<file path="src/rtl/regfile_wr_arbiter.sv">
// regfile_wr_arbiter: shares the register file's single write port between
// two req/ack requesters. The winner's address/data are latched, RegWrite is
// held for WR_CYCLES cycles to cover the register file's write delay, then a
// one-cycle ack is returned. Ties are broken round-robin by default.
// Optional build macro: REGARB_FIXED_PRIO_EN (requester 0 always wins ties).
module regfile_wr_arbiter #(
  parameter int ADDR_W    = 1,
  parameter int DATA_W    = 8,
  parameter int WR_CYCLES = 2
) (
  input  logic              clk,
  input  logic              rst_n,
  input  logic              req0,
  input  logic [ADDR_W-1:0] addr0,
  input  logic [DATA_W-1:0] data0,
  output logic              ack0,
  input  logic              req1,
  input  logic [ADDR_W-1:0] addr1,
  input  logic [DATA_W-1:0] data1,
  output logic              ack1,
  output logic              RegWrite,
  output logic [ADDR_W-1:0] WriteAddr,
  output logic [DATA_W-1:0] WriteData,
  output logic              busy
);

  localparam int CNT_W = (WR_CYCLES > 1) ? $clog2(WR_CYCLES) : 1;

  typedef enum logic [1:0] {
    IDLE  = 2'd0,
    WRITE = 2'd1,
    ACK   = 2'd2
  } state_e;

  state_e            state_q, state_d;
  logic [CNT_W-1:0]  cnt_q, cnt_d;
  logic              gnt_q, gnt_d;     // id of the requester being served
  logic              last_q, last_d;   // id of the last completed write
  logic              regwrite_q, regwrite_d;
  logic              ack0_q, ack0_d;
  logic              ack1_q, ack1_d;
  logic              busy_q, busy_d;
  logic [ADDR_W-1:0] waddr_q, waddr_d;
  logic [DATA_W-1:0] wdata_q, wdata_d;
  logic              pick1;

  // State and output registers; reset aborts any write in flight.
  always_ff @(posedge clk or negedge rst_n) begin
    if (!rst_n) begin
      state_q    <= IDLE;
      cnt_q      <= '0;
      gnt_q      <= 1'b0;
      last_q     <= 1'b1;
      regwrite_q <= 1'b0;
      ack0_q     <= 1'b0;
      ack1_q     <= 1'b0;
      busy_q     <= 1'b0;
      waddr_q    <= '0;
      wdata_q    <= '0;
    end else begin
      state_q    <= state_d;
      cnt_q      <= cnt_d;
      gnt_q      <= gnt_d;
      last_q     <= last_d;
      regwrite_q <= regwrite_d;
      ack0_q     <= ack0_d;
      ack1_q     <= ack1_d;
      busy_q     <= busy_d;
      waddr_q    <= waddr_d;
      wdata_q    <= wdata_d;
    end
  end

  // Next-state logic: arbitration in IDLE, hold count in WRITE, ack pulse in ACK.
  always_comb begin
    state_d    = state_q;
    cnt_d      = cnt_q;
    gnt_d      = gnt_q;
    last_d     = last_q;
    regwrite_d = regwrite_q;
    ack0_d     = 1'b0;
    ack1_d     = 1'b0;
    busy_d     = busy_q;
    waddr_d    = waddr_q;
    wdata_d    = wdata_q;
    pick1      = 1'b0;

    case (state_q)
      IDLE: begin
        regwrite_d = 1'b0;
        busy_d     = 1'b0;
        if (req0 || req1) begin
`ifdef REGARB_FIXED_PRIO_EN
          pick1 = !req0;
`else
          pick1 = req1 && (!req0 || !last_q);
`endif
          gnt_d      = pick1;
          waddr_d    = pick1 ? addr1 : addr0;
          wdata_d    = pick1 ? data1 : data0;
          regwrite_d = 1'b1;
          busy_d     = 1'b1;
          cnt_d      = CNT_W'(WR_CYCLES - 1);
          state_d    = WRITE;
        end
      end
      WRITE: begin
        if (cnt_q == '0) begin
          regwrite_d = 1'b0;
          ack0_d     = !gnt_q;
          ack1_d     = gnt_q;
          last_d     = gnt_q;
          state_d    = ACK;
        end else begin
          cnt_d = cnt_q - CNT_W'(1);
        end
      end
      ACK: begin
        busy_d  = 1'b0;
        state_d = IDLE;
      end
      default: begin
        regwrite_d = 1'b0;
        busy_d     = 1'b0;
        state_d    = IDLE;
      end
    endcase
  end

  assign RegWrite  = regwrite_q;
  assign ack0      = ack0_q;
  assign ack1      = ack1_q;
  assign busy      = busy_q;
  assign WriteAddr = waddr_q;
  assign WriteData = wdata_q;

endmodule

</file>
<file path="config.mk">
export PLATFORM = sky130hd
export DESIGN_NAME = regfile_wr_arbiter
export DESIGN_NICKNAME = d
export VERILOG_FILES = /design/src/rtl/regfile_wr_arbiter.sv
export SDC_FILE = /design/constraint.sdc
export NUM_CORES = 1
export LEC_CHECK = 0
export CORE_MARGIN = 2
export CORE_UTILIZATION = 44
export DETAILED_ROUTE_END_ITERATION = 12
export GPL_ROUTABILITY_DRIVEN = 0
export GPL_TIMING_DRIVEN = 0
export PLACE_DENSITY_LB_ADDON = 0.12
export SLEW_MARGIN = 0
export SYNTH_ARGS = -nofsm -noshare
export SYNTH_HDL_FRONTEND = slang
export SYNTH_SLANG_ARGS = --single-unit
</file>
<file path="constraint.sdc">
create_clock -name clk -period 4.05 [get_ports clk]
set_clock_uncertainty 0.2 [all_clocks]
set_input_delay 0.81 -clock clk [delete_from_list [all_inputs] [get_ports clk]]
set_output_delay 0.81 -clock clk [all_outputs]
set_load 0.05 [all_outputs]
</file>
==> metrics.yaml <==
io_buffers: 34
wl_per_cell_um: 13.5
post-route-min-period_ps: 2480
die_w_um: 47.9
wl_met3_um: 83
vias: 587
syn2layout_area_growth_pct: 48.0
cts.hold.buffers_added: 0
cts_sinks: 18
crit_slowest_cell: "clkdlybuf4s50_1"
end_kind: "primary output"
coreArea_sq_um: 1760
hold_path.class: "reg -> reg"
wl_met1_um: 633
startpoint: "RegWrite"
cts_resized: 0
crit_cells: 1
max_stage_delay_ps: 810
htreeDepth: 1
yosysSeqAreaShare_pct: 53.2
cts_tree: "yes"
placedCellCount: 115
rows: 15
die_h_um: 47.9
clk_pin_slew_ps: 110
path_class: "reg -> out"
setup_tns_ps: 0
synth_top_area_share_pct: 50.1
dp_hpwl_um: 1220
stdcell_area_sq_um: 1260
fmax_ghz: 0.403
cp_num_buf_inv: 1
drive_gt1_share_pct: 28.7
worstPathRequired_ps: 3040
ant_nets: 0
route.detailed.drc: 0
overflow: 0
yosysWarnings: 0
synth_area_sq_um: 850
diodes: 0
grt_pass1_wl_um: 2380
slew_viol_final: 0
cp_max_fo: 2
root_buffer: "clkbuf_4"
powerDensity_nw_per_um2: 830
grt_pass1_vias: 552
relSlewSlack_pct: 48.2
rsz0062_at_grt: "false"
netlist_instances: 56
reg2reg_slack_ps: 2340
final_cells: 119
clock_path_buffers: 2
clk_latency_ps: 290
rr_worst_depth: 4
cts_inserted_buffers: 3
start_kind: "register"
synth_fp_nets: 78
synth_area_leaders: "dfrtp_1 50%, mux2_4 27%, mux2_2 5.3%"
largest_register_ffs: 8
dr.pass1.iters: 2
start_util_pct: 48.2
synth_area_leader_cell: "dfrtp_1"
peakVddDrop_uv: 420
worst_slew_pin_slew_ps: 775
path_cells: "clkdlybuf4s50_1"
grt_usage_pct: 15.7
status: "finished clean"
fin_nets: 117
critical-path-top-delay-family: "buffers and inverters"
leakage_uw: 0.000572
max-cap-violations: 0
wirelength_um: 1610
fin_util_pct: 71.3
critPathCapture: "RegWrite"
viasPerCell: 4.93
placed_cell_area_sq_um: 1220
highest_layer: "met4"
drt_iter0_drc: 6
synth.distinct_cells: 17
post-route-period-util_pct: 61.3
rr_endpoint: "WriteData[2]"
setup_viol: 0
finalHoldViolCount: 0
wl_met2_um: 882
num_io_pins: 35
ys_ff_latch: 18
fill_cells: 137
crit_arrival_ps: 1470
post_cts_buffers: 0
grt_max_degree: 19
antenna_found_initial: 0
r2r-start: "last_q"
syn_avg_cell_area_sq_um: 15.2
dieArea_sq_um: 2300
## power by group
part / internal (uW) / total [uW] / switching [uW] / leakage, uW
registers: 271 / 327 / 56.3 / 0.000216
clock network: 54.7 / 109 / 54.1 / 0.0000210
logic: 265 / 607 / 342 / 0.000336
## cells in the mapped netlist
master,number
nor3_2,1
a21bo_1,1
o21a_1,1
a21o_1,1
dfrtp_1,17
nor3_1,2
mux2_4,15
dfstp_2,1
buf_4,1
mux2_2,4
nand2b_1,1
nand2_1,1
inv_1,2
nor2_1,3
mux2i_1,2
buf_6,1
o21bai_1,2
## layer usage
metal / vias up / track usage [%]
met4: 0 / 6.49
met5: - / 0
met1: 289 / 17.6
met2: 23 / 28.5
li1: 273 / -
met3: 2 / 3.40
## metrics by stage
stage / total power, uW / setup slack, ps / hold WS, ps
floorplan: 751 / 2050 / 225
global placement: 929 / 1500 / 263
detailed placement: 943 / 1500 / 284
CTS: 1060 / 1550 / 314
global route: 1100 / 1520 / 338
finish: 1040 / 1570 / 314
## layout make-up
type	count	area, sq um	area share (%)
Sequential cell	18	452	35.9
Inverter	2	7.51	0.597
Clock buffer	4	36.3	2.89
Timing Repair Buffer	34	340	27.1
Tap cell	25	31.3	2.49
Multi-Input combinational cell	34	372	29.6
Buffer	2	18.8	1.49
## placed cells by master (no fill, tap or decap)
cell type,count
dfstp_2,1
o21bai_1,2
inv_1,2
nand2b_1,1
a21bo_1,1
buf_6,1
nor2_1,3
o21a_1,1
mux2i_1,2
clkdlybuf4s50_1,34
dfrtp_1,17
mux2_4,15
nor3_2,1
a21o_1,1
nand2_1,1
mux2_2,4
buf_4,1
clkbuf_4,3
clkbuf_8,1
nor3_1,2
## worst min-delay path by stage
stage / startpoint / to / slack [ps] / cells past startpoint
floorplan: gnt_q / ack0 / 230 / 1
global placement: RegWrite / RegWrite / 260 / 1
detailed placement: gnt_q / ack0 / 280 / 1
CTS: gnt_q / ack0 / 310 / 1
global route: gnt_q / ack0 / 340 / 1
finish: RegWrite / RegWrite / 310 / 1
## cell families (layout without fill, tap and decap cells)
logic type | after synthesis | after routing | share of synthesized area [%]
AO/OA/AOI/OAI | 5 | 5 | 4.71
buffers and inverters | 4 | 42 | 3.09
flip-flops | 18 | 18 | 53.2
multiplexers | 21 | 21 | 34.2
AND/OR/NAND/NOR | 8 | 8 | 4.86
Note: power is estimated with default switching activity, not from simulation.
